`src/rtl/instr_fetch_unit.sv`:
```
// Instruction fetch / PC sequencer: sequential fetch, 2-entry decode queue, redirect on branch/jump.
// Optional FETCH_ALIGN_CHECK_EN: misaligned redirect target raises sticky fetch_err and halts fetch.
module instr_fetch_unit #(
  parameter int unsigned     ADDR_W   = 32,
  parameter logic [ADDR_W-1:0] RESET_PC = 32'h0000_0000
) (
  input  logic              clk,
  input  logic              rst,
  output logic              imem_req,
  output logic [ADDR_W-1:0] imem_addr,
  input  logic [31:0]       imem_rdata,
  output logic              id_valid,
  input  logic              id_ready,
  output logic [31:0]       id_instr,
  output logic [ADDR_W-1:0] id_pc_plus4,
  output logic [5:0]        id_op,
  output logic [5:0]        id_func,
  input  logic              rd_valid,
  input  logic              rd_br,
  input  logic              rd_zero,
  input  logic [1:0]        rd_jump,
  input  logic [ADDR_W-1:0] rd_pc_plus4,
  input  logic [15:0]       rd_imm,
  input  logic [25:0]       rd_jtarget,
  input  logic [ADDR_W-1:0] rd_jr_addr,
  output logic              fetch_err
);

  typedef enum logic [1:0] {StBoot, StRun, StHalt} state_e;

  state_e            state_q;
  logic [ADDR_W-1:0] pc_q, inflight_addr_q;
  logic [1:0]        count_q, count_d;
  logic              inflight_q, inflight_epoch_q, epoch_q;
  logic [31:0]       q0_instr_q, q1_instr_q, q0_instr_d, q1_instr_d;
  logic [ADDR_W-1:0] q0_pc4_q, q1_pc4_q, q0_pc4_d, q1_pc4_d;

  logic              pop, redirect, issue, push, align_fault;
  logic [2:0]        occ;
  logic [1:0]        push_idx;
  logic [ADDR_W-1:0] target_raw, target;

  assign id_valid    = ~rst & (count_q != 2'd0);
  assign id_instr    = rst ? 32'h0 : q0_instr_q;
  assign id_pc_plus4 = rst ? '0 : q0_pc4_q;
  assign id_op       = id_instr[31:26];
  assign id_func     = id_instr[5:0];
  assign imem_addr   = pc_q;
  assign pop         = id_valid & id_ready;

  assign redirect = rd_valid & (state_q != StHalt) &
                    ((rd_jump != 2'b00) | (rd_br & rd_zero));

  // Jump encoding wins over the branch flag, so jal follows the jump path.
  always_comb begin
    target_raw = rd_pc_plus4 + {{14{rd_imm[15]}}, rd_imm, 2'b00};
    case (rd_jump)
      2'b10:   target_raw = rd_jr_addr;
      2'b01:   target_raw = {rd_pc_plus4[31:28], rd_jtarget, 2'b00};
      default: ;
    endcase
  end

`ifdef FETCH_ALIGN_CHECK_EN
  logic fetch_err_q;
  assign align_fault = redirect & (target_raw[1:0] != 2'b00);
  assign target      = target_raw;
  assign fetch_err   = ~rst & fetch_err_q;
`else
  assign align_fault = 1'b0;
  assign target      = target_raw & ~32'h3;
  assign fetch_err   = 1'b0;
`endif

  assign occ      = {1'b0, count_q} + {2'b0, inflight_q} - {2'b0, pop};
  assign issue    = ~rst & (state_q == StRun) & ~redirect & (occ < 3'd2);
  assign imem_req = issue;
  // A response issued under an older epoch belongs to a flushed path.
  assign push     = inflight_q & (inflight_epoch_q == epoch_q) & ~redirect;
  assign push_idx = count_q - {1'b0, pop};

  always_comb begin
    q0_instr_d = q0_instr_q;
    q1_instr_d = q1_instr_q;
    q0_pc4_d   = q0_pc4_q;
    q1_pc4_d   = q1_pc4_q;
    count_d    = count_q - {1'b0, pop} + {1'b0, push};
    if (pop) begin
      q0_instr_d = q1_instr_q;
      q0_pc4_d   = q1_pc4_q;
    end
    if (push) begin
      if (push_idx == 2'd0) begin
        q0_instr_d = imem_rdata;
        q0_pc4_d   = inflight_addr_q + 32'd4;
      end else begin
        q1_instr_d = imem_rdata;
        q1_pc4_d   = inflight_addr_q + 32'd4;
      end
    end
  end

  always_ff @(posedge clk) begin
    if (rst) begin
      state_q          <= StBoot;
      pc_q             <= RESET_PC;
      count_q          <= 2'd0;
      inflight_q       <= 1'b0;
      inflight_epoch_q <= 1'b0;
      inflight_addr_q  <= '0;
      epoch_q          <= 1'b0;
      q0_instr_q       <= 32'h0;
      q1_instr_q       <= 32'h0;
      q0_pc4_q         <= '0;
      q1_pc4_q         <= '0;
`ifdef FETCH_ALIGN_CHECK_EN
      fetch_err_q      <= 1'b0;
`endif
    end else begin
      case (state_q)
        StBoot:  state_q <= StRun;
        StRun:   if (align_fault) state_q <= StHalt;
        default: state_q <= state_q;
      endcase
      inflight_q       <= issue;
      inflight_epoch_q <= epoch_q;
      inflight_addr_q  <= pc_q;
      q0_instr_q       <= q0_instr_d;
      q1_instr_q       <= q1_instr_d;
      q0_pc4_q         <= q0_pc4_d;
      q1_pc4_q         <= q1_pc4_d;
      if (redirect) begin
        pc_q    <= target;
        count_q <= 2'd0;
        epoch_q <= ~epoch_q;
      end else begin
        count_q <= count_d;
        if (issue) pc_q <= pc_q + 32'd4;
      end
`ifdef FETCH_ALIGN_CHECK_EN
      if (align_fault) fetch_err_q <= 1'b1;
`endif
    end
  end

endmodule

```
`config.mk`:
```
export PLATFORM = sky130hd
export DESIGN_NAME = instr_fetch_unit
export DESIGN_NICKNAME = d
export VERILOG_FILES = /design/src/rtl/instr_fetch_unit.sv
export SDC_FILE = /design/constraint.sdc
export NUM_CORES = 1
export LEC_CHECK = 0
export ABC_AREA = 0
export BUFFER_PORTS_ARGS = -buffer_cell sky130_fd_sc_hd__buf_2
export CAP_MARGIN = 15
export CORE_MARGIN = 3
export CORE_UTILIZATION = 37
export CTS_CLUSTER_SIZE = 8
export DETAILED_ROUTE_END_ITERATION = 10
export GPL_TIMING_DRIVEN = 0
export PLACE_DENSITY_LB_ADDON = 0.12
export SYNTH_ARGS = -nofsm -noshare
export SYNTH_HDL_FRONTEND = slang
export SYNTH_SLANG_ARGS = --single-unit
```
`constraint.sdc`:
```
create_clock -name clk -period 4.65 [get_ports clk]
set_input_delay 0.2325 -clock clk [delete_from_list [all_inputs] [get_ports clk]]
set_output_delay 0.2325 -clock clk [all_outputs]
set_load 0.01 [all_outputs]
```
Word level (Yosys, flattened, before mapping)

Index checks and enable logic that the tools add are counted.

Bits in registers: 198
Bits in latches: 0
Bits in writable memories: 0
Bits in read-only memories: 0
Output and inout bits: 111
Memories kept: 0

Add/subtract/negate cells: 7
Multipliers: 0
Div/mod/pow operators: 0
Magnitude comparators: 1
Equality and inequality tests: 3
Shift-type cells: 0
Mux-type cells: 11
Bitwise logic cells: 14
Reduce and logical (&&, ||, !) cells: 7

Operators with widths:

| operator              | number |
|---|---|
| $mux 32               | 10 |
| $add 32x3->32 const B | 2 |
| $pmux 32 s2           | 1 |
| $add 32x32->32        | 1 |
| $and 1x1->1           | 9 |
| $reduce_bool 2->1     | 3 |
| $logic_not 2->1       | 2 |
| $not 1->1             | 4 |
| $add 2x1->3           | 1 |
| $lt 3x2->1 const B    | 1 |
| $sub 3x1->3           | 1 |
| $add 2x1->2           | 1 |
| $eq 2x1->1 const B    | 1 |
| $eq 2x2->1 const B    | 1 |
| $reduce_and 2->1      | 1 |
| $reduce_or 2->1       | 1 |
| $sub 2x1->2           | 1 |
| $eq 1x1->1            | 1 |
| $or 1x1->1            | 1 |

Depth between registers and ports, before layout

Gate-level depths: netlist of the first run.

Depth after elaboration: 8
Depth in mapped cells: 19

Least setup slack after synthesis of the first run

Ideal clock, no wire load.

Path kind: flip-flop to flip-flop
Start: reg count_q[1]
End: reg pc_q[23], in the netlist imem_addr[23]
Setup time: 0.103 ns
Arrival: 3.518 ns
Data required time: 4.547 ns
Setup slack: 1.029 ns
Stages on the path, launching flop included: 20
Path buffers: 2
Period minus slack after synthesis: 3.621 ns
Cell sequence: dfxtp_1 > nor2_1 > nor2_1 > nand2_1 > clkinv_1 > clkbuf_1 > ha_1 > nand2b_1 > fa_1 > xnor2_1 > nand3_1 > or3_1 > buf_6 > clkinv_8 > nand4_4 > nor2_4 > nand3_2 > xnor2_1 > nor2_1 > a2111oi_2

Word-level cells in the longest chain between the ends: 7
Elaborated cells on any way between the ends: 8
Those cells by class: 2 x add/sub; 1 x order compare; 3 x bitwise; 2 x reduce/logical

Ends and longest elaborated chain:

| element                            | line | text |
|---|---|---|
| start, declared                    | 33   | `logic [1:0] count_q, count_d;` |
| start signal, assigned             | 137  | `count_q <= count_d;` |
| $reduce_bool 2->1                  | 43   | `assign id_valid = ~rst & (count_q != 2'd0);` |
| $and 1x1->1                        | 43   |  |
| named net id_valid                 | 12   | `output logic id_valid,` |
| $and 1x1->1                        | 49   | `assign pop = id_valid & id_ready;` |
| $sub 3x1->3                        | 75   | `assign occ = {1'b0, count_q} + {2'b0, inflight_q} - {2'b0, pop};` |
| $lt 3x2->1                         | 76   | `assign issue = ~rst & (state_q == StRun) & ~redirect & (occ < 3'd2);` |
| $and 1x1->1                        | 76   |  |
| $reduce_bool 2->1 (no source line) | n/a  |  |
| end signal, assigned               | 133  | `pc_q <= target;` |
| end signal, assigned               | 138  | `if (issue) pc_q <= pc_q + 32'd4;` |
| end, declared                      | 32   | `logic [ADDR_W-1:0] pc_q, inflight_addr_q;` |

The timed path passes the listed nets, and every way through them passes these cells.
A chain may end at the register's enable or synchronous reset.

Worst setup path in the final report of the first run

Start: reg count_q[1]
End: out imem_req

Word-level cells in the longest chain between the ends: 6
Elaborated cells on any way between the ends: 7
Those cells by class: 2 x add/sub; 1 x order compare; 3 x bitwise; 1 x reduce/logical

Ends and longest elaborated chain:

| element           | line | text |
|---|---|---|
| $reduce_bool 2->1 | 43   |  |
| $and 1x1->1       | 43   |  |
| $and 1x1->1       | 49   |  |
| $sub 3x1->3 (*)   | 75   |  |
| $lt 3x2->1 (*)    | 76   |  |
| $and 1x1->1 (*)   | 76   |  |
| end, declared     | 9    | `output logic imem_req,` |

Every way passes the cells marked *; elsewhere a longest branch is shown, timed or not.

==> results of run 1 <==
[how the worst max path moves through the flow]
| stage | endpoint | depth (start not counted) |
|---|---|---|
| after floorplan | imem_addr[23] | 19 |
| after global placement | imem_addr[29] | 19 |
| after detailed placement | imem_addr[25] | 18 |
| after CTS | imem_req | 15 |
| after global routing | imem_addr[20] | 18 |
| final | imem_req | 15 |
[state kept, by name, indices dropped and copies added (netlist names)]
signal / cells
q1_pc4_q: 30
q0_instr_q: 32
q0_pc4_q: 32
epoch_q: 1
inflight_q: 1
inflight_epoch_q: 1
count_q: 2
state_q: 1
inflight_addr_q: 30
q1_instr_q: 32
imem_addr: 30
[per-stage QoR]
step	area [sq um]	setup WS, ns	hold WS (ns)	utilization (%)
final	12890	0.3614	0.03911	46.00
after global routing	12880	0.04452	0.04291	46.00
after CTS	12880	0.3525	0.02430	46.00
after detailed placement	12320	0.2705	0.4467	44.00
after global placement	12320	0.1364	0.4411	44.00
after floorplan	10610	1.029	0.3685	-
[cell type report]
type                    count  area share (%)
multi-input cells        1059           48.31
well taps                 378           3.670
inverters                  18          0.6214
plain buffers             103           3.583
clock inverters            14          0.9321
diodes                      1         0.01942
repair buffers            248           9.632
clock buffers              18           3.408
flip-flops and latches    192           29.83
[power by group through the flow]
stage	logic, mW	clock network [mW]	registers [mW]
2_1_floorplan	0.438	0	1.82
3_3_place_gp	0.707	0	1.83
3_5_place_dp	0.708	0	1.83
4_1_cts	0.713	1.43	1.79
5_1_grt	0.789	1.49	1.80
6_report	0.712	1.40	1.79
[critical path, cell delays in order (launching register included)]
cell,delay [ns]
dfxtp_1,0.44
nor2_1,0.08
nor2_1,0.19
nand2_1,0.12
clkinv_1,0.20
clkbuf_1,0.48
ha_1,0.33
nand2b_1,0.15
fa_1,0.38
xnor2_1,0.15
nand3_1,0.09
or3_1,0.33
buf_6,0.18
clkinv_8,0.07
buf_2,0.26
buf_2,0.19
[routing by layer]
metal | GRT usage [%] | up-vias
li1 | - | 5274
met1 | 29.14 | 4711
met2 | 36.23 | 343
met3 | 3.805 | 50
met4 | 7.447 | 0
met5 | 0 | -
[logic make-up after synthesis]
family	Yosys count
mux	4
flops	192
xor+xnor	74
other cells	1
buf+inv	121
compound gates	291
simple gates	648
fa+ha+maj	39
[cell usage in the layout (no fill, tap or decap), types with 21 or more instances in the layout]
cell type and count:
a311oi_1 64, and3_1 21, buf_2 251, xor2_1 35
a21oi_1 94, ha_1 37, clkbuf_1 79, o21ai_0 27
nor3_1 22, nand3_1 27, nand2_1 278, xnor2_1 39
nor2_1 150, nor2b_1 101, dfxtp_1 192
==> results.py, run 1 <==
metrics = {
    "outcome": {
        "outcome": "finished clean",
    },
    "logic_synthesis": {
        "synthTopCellsByCount": "nand2_1, dfxtp_1, nor2_1, nor2b_1, a21oi_1",
        "synth.area.top_cells": "dfxtp_1, nand2_1, nor2b_1, nor2_1, a311oi_1",
        "synth-seq-area-share_pct": 36.25,
        "yosys.area_share.xor_xnor_pct": 6.113,
        "synth_simple_gate_area_share_pct": 28.16,
        "synth_top_family_by_area": "simple AND/OR/NAND/NOR gates",
        "yosys.cell_types.count": 70,
        "yosysTopAreaCell": "dfxtp_1",
        "yosys-mux-area-fraction_pct": 0.4012,
        "synth_most_common_cell": "nand2_1",
        "synth_seq_cells": 192,
        "synth.avg_cell_area_sq_um": 7.739,
        "total_standard_cell_area_after_synthesis_sq_um": 10600,
        "yosys_most_used_dff": "dfxtp_1",
        "synthArstFlopShare_pct": 0,
        "synth_top_area_share_pct": 36.25,
        "synthesis.yosys.warnings": 0,
        "synth-compound-area-share_pct": 19.19,
        "synth-adder-area-share_pct": 4.744,
        "count_of_mapped_cells_out_of_synthesis": 1370,
        "synth_edf_count": 0,
    },
    "pwr": {
        "clk_network_pwr_share_pct": 35.8,
        "p_total_mw": 3.905,
        "combinational_power_share_pct": 18.2,
        "power.density_nw_per_um2": 303.0,
        "p_leak_nw": 5.338,
        "ir_drop_mv": 0.2543,
        "netSwitchingFraction_pct": 30.13,
        "cell_internal_pwr_mw": 2.728,
        "switching_power_mw": 1.176,
        "seqPwrFrac_pct": 45.9,
    },
    "route": {
        "first_pass_iters": 8,
        "drt-wirelength-per-cell_um": 17.01,
        "m1WireLength_mm": 15.84,
        "wl_met3_mm": 2.120,
        "finalWirelength_mm": 34.54,
        "met2WireLength_mm": 15.76,
        "dr_total_vias": 10380,
        "starting_drt_drc_count": 493,
        "drcViolationCount": 0,
        "route.top_layer_used": "met4",
        "antenna_left": 0,
        "post_drt_via_cell_ratio": 5.110,
    },
    "sta": {
        "number_of_failing_setup_endpoints_in_the_final_timing_report": 0,
        "timing.final.crit_share_pct": 92.23,
        "maxSlewHeadroom_pct": 46.71,
        "worst-slew-pin-transition_ns": 0.7964,
        "finalMaxSlewViolations": 0,
        "timing.clock.skew_ns": 0.01588,
        "timing.final.hold_violations": 0,
        "rsz0062_at_grt": "no",
        "layout_min_cycle_time_ns": 4.289,
        "final.setup.tns_ns": 0,
        "clock.fmax_mhz": 233.2,
    },
    "clock_network": {
        "clockBufferDepth": 2,
        "cts_max_level": 4,
        "tritoncts_clock_tree": "built",
        "postCtsSetupRepairBufs": 0,
        "number_of_buffers_inserted_by_hold_repair_at_cts": 0,
        "cts_num_sinks": 192,
        "cts_buffers": 17,
        "cts_resized": 0,
        "clock_latency_reported_for_the_late_side_of_the_worst_skew_pair_ns": 0.44,
        "clk_pin_slew_worst_paths_ns": 0.08,
        "cts-root-buf": "clkbuf_16",
    },
    "floorplanning": {
        "row_count": 61,
        "die_area_sq_um": 30720,
        "core-area_sq_um": 28010,
        "pin_count": 257,
        "initial_core_utilization_pct": 37.85,
        "die_w_um": 175.3,
        "die_y_um": 175.3,
    },
    "worst_setup_path": {
        "crit_required_ns": 4.42,
        "worst-r2r-setup-slack_ns": 0.42,
        "cp_data_arrival_time_ns": 4.06,
        "startpoint_type": "flip-flop",
        "critPathCaptureType": "output pin",
        "crit_start": "count_q[1]",
        "worstRegToRegCells": 18,
        "ff_to_ff_end": "imem_addr[25]",
        "critical_path.max_fanout": 11,
        "regToRegStartpoint": "count_q[1]",
        "worst-setup-path-type": "reg2out",
    },
    "grt": {
        "grt_pass1_vias": 10040,
        "grt_start_max_net_pins": 19,
        "groute.usage.overall_pct": 21.97,
        "gr-total-overflow": 0,
        "global_route_wire_length_before_repair_mm": 54.04,
        "number_of_antenna_violations_at_the_first_check_in_global_routing": 0,
    },
    "finish": {
        "non_filler_instance_count_after_layout": 2031,
        "sequential_cell_area_sq_um": 3844,
        "multi_input_comb_area_sq_um": 6225,
        "drive_gt1_share_pct": 19.01,
        "fillCellCount": 2910,
        "nNetsFinal": 1824,
        "layout-area-overhead-vs-synth_pct": 21.54,
    },
    "place": {
        "place_congestion": 0.8846,
        "dp_hpwl_mm": 26.88,
        "count_of_buffers_inserted_at_the_top_level_ports": 248,
        "dpl.cell_count": 1998,
    },
    "job": {
        "max-cap-violations": 0,
    },
    "hold_path": {
        "hold_path_startpoint": "imem_rdata[6]",
        "timing.hold.worst_endpoint": "q1_instr_q[6]",
        "hold_depth": 3,
        "min_path_type": "in2reg",
    },
}
Power figures use the tool's default switching activity.
==> inputs of run 2 (changes only) <==
BUFFER_PORTS_ARGS = default   (was -buffer_cell sky130_fd_sc_hd__buf_2)
CORE_ASPECT_RATIO = 0.7   (was default)
DONT_BUFFER_PORTS = 1   (was default)
==> results.py, run 2 (same netlist as run 1, synthesis figures left out) <==
metrics = {
    "finish": {
        "antenna-diode-count": 0,
        "mostFrequentLayoutCells": "nand2_1, dfxtp_1, nor2_1, nor2b_1, a21oi_1",
        "drive_gt1_share_pct": 4.599,
        "fillCellCount": 2887,
        "top_regs": "q0_instr_q x32, q0_pc4_q x32, q1_instr_q x32",
        "layout.cell_area.non_filler_sq_um": 12030,
        "final_core_utilization_pct": 42.95,
        "most_common_cell_after_layout_fill_and_taps_aside": "nand2_1",
        "layout-area-overhead-vs-synth_pct": 13.49,
        "nNetsFinal": 1607,
    },
    "sta": {
        "finalMaxSlewViolations": 0,
        "maxSlewHeadroom_pct": 40.53,
        "layout_min_cycle_time_ns": 4.084,
        "timing.clock.skew_ns": 0.01655,
        "timing.final.crit_share_pct": 87.82,
        "timing.final.hold_violations": 0,
        "clock.fmax_mhz": 244.9,
        "rsz0062_at_grt": "no",
        "final.setup.tns_ns": 0,
        "number_of_failing_setup_endpoints_in_the_final_timing_report": 0,
        "worst-slew-pin-transition_ns": 0.8888,
    },
    "grt": {
        "groute.usage.overall_pct": 22.77,
        "grt_start_max_net_pins": 17,
        "gr-total-overflow": 0,
        "grt_pass1_vias": 9546,
        "global_route_wire_length_before_repair_mm": 55.18,
        "number_of_antenna_violations_at_the_first_check_in_global_routing": 0,
    },
    "floorplanning": {
        "die_area_sq_um": 30760,
        "die_y_um": 147.6,
        "initial_core_utilization_pct": 37.85,
        "row_count": 51,
        "die_w_um": 208.3,
        "pin_count": 257,
        "core-area_sq_um": 28010,
    },
    "worst_setup_path": {
        "timing.critical_path.cells": "nor2_1 -> nor2_1 -> nand2_1 -> clkinvlp_4 -> ha_1 -> nand2b_1 -> fa_1 -> xnor2_1 -> nand3_1 -> or3_1 -> buf_6 -> clkinv_8 -> nand4_4 -> nor4_4 -> nand3_1 -> xnor2_1 -> a32o_1",
        "regToRegStartpoint": "count_q[1]",
        "max_stage_delay_ns": 0.42,
        "cp_data_arrival_time_ns": 4.42,
        "critical_path.max_fanout": 17,
        "startpoint_type": "flip-flop",
        "crit_start": "count_q[1]",
        "critPathCaptureType": "flip-flop",
        "crit_required_ns": 4.99,
        "timing.critical_path.slowest_stage_cell": "ha_1",
        "worst-r2r-setup-slack_ns": 0.57,
        "worst-setup-path-type": "reg2reg",
    },
    "pwr": {
        "power.density_nw_per_um2": 336.8,
        "seqPwrFrac_pct": 45.0,
        "netSwitchingFraction_pct": 28.55,
        "p_leak_nw": 4.363,
        "clk_network_pwr_share_pct": 39.8,
        "p_total_mw": 4.053,
        "cell_internal_pwr_mw": 2.896,
        "combinational_power_share_pct": 15.3,
        "ir_drop_mv": 0.2260,
        "switching_power_mw": 1.157,
    },
    "clock_network": {
        "postCtsSetupRepairBufs": 0,
        "cts-root-buf": "clkbuf_16",
        "cts_buffers": 17,
        "cts_max_level": 4,
        "cts_num_sinks": 192,
        "tritoncts_clock_tree": "built",
        "clockBufferDepth": 2,
        "clk_pin_slew_worst_paths_ns": 0.07,
        "clock_latency_reported_for_the_late_side_of_the_worst_skew_pair_ns": 0.46,
    },
    "route": {
        "finalWirelength_mm": 35.87,
        "first_pass_iters": 5,
        "dr_total_vias": 9950,
        "antenna_left": 0,
        "drt-wirelength-per-cell_um": 19.86,
        "starting_drt_drc_count": 716,
        "drcViolationCount": 0,
        "post_drt_via_cell_ratio": 5.509,
    },
    "job": {
        "max-cap-violations": 0,
    },
    "place": {
        "dp_hpwl_mm": 27.93,
        "postPlaceCellArea_sq_um": 11070,
        "place_congestion": 0.8923,
        "count_of_buffers_inserted_at_the_top_level_ports": 0,
    },
    "hold_path": {
        "min_path_type": "in2reg",
        "hold_path_startpoint": "rd_jr_addr[29]",
    },
    "outcome": {
        "outcome": "finished clean",
    },
}
==> run 2: critical path: cells and delay by family, from the launching register on <==
| family | cells | cell delay (ns) |
|---|---|---|
| simple gates | 9 | 1.59 |
| flops | 1 | 0.37 |
| fa+ha+maj | 2 | 0.80 |
| buf+inv | 3 | 0.64 |
| compound gates | 1 | 0.24 |
| xor+xnor | 2 | 0.33 |
==> run 2: cell type report <==
class / count / area [sq um] / share of cell area, %
multi-input combinational: 1059 / 6225 / 51.73
sequential: 192 / 3844 / 31.94
tap: 371 / 464.2 / 3.858
buffer: 102 / 457.9 / 3.806
clock buffer: 20 / 456.7 / 3.795
timing repair buffer: 32 / 320.3 / 2.662
clock inverter: 12 / 181.4 / 1.508
inverter: 18 / 83.83 / 0.6967
==> run 2: final timing paths <==
path / depth (start not counted) / end
setup / recovery: 17 / imem_addr[31]
hold / removal: 2 / imem_addr[29]
setup reg to reg: 17 / imem_addr[31]
hold reg to reg: 2 / q1_instr_q[28]
==> run 2: what timing repair did <==
action / in CTS / in global routing
gates resized for setup: 0 / 1
endpoints found under the hold margin: 64 / 0
hold buffers: 32 / 0
setup endpoints to repair: 0 / 7
==> run 2: power groups by stage <==
| stage | Sequential (mW) | Combinational, mW | Clock (mW) |
|---|---|---|---|
| final | 1.82 | 0.619 | 1.61 |
| after floorplan | 1.82 | 0.438 | 0 |
| after detailed placement | 1.86 | 0.585 | 0 |
| after global routing | 1.83 | 0.686 | 1.71 |
| after global placement | 1.86 | 0.582 | 0 |
| after CTS | 1.82 | 0.615 | 1.64 |
==> run 2: routing by layer <==
metal / track usage (%) / vias up / share of wire [%]
met5: 0 / - / 0
met4: 5.187 / 0 / 1.0
met3: 5.112 / 23 / 5.6
met1: 34.04 / 4825 / 51
li1: - / 4857 / -
met2: 33.32 / 245 / 43
==> run 2: per-stage QoR <==
stage                     hold WS [ns]  worst slack, ns  cells
after floorplan                 0.3685            1.029   1372
after global placement          0.3702           0.2390   1743
after detailed placement        0.3753           0.2585   1743
after CTS                      0.04925           0.2307   1807
after global routing           0.09547           0.2009   1806
final                          0.06404           0.5663   1806
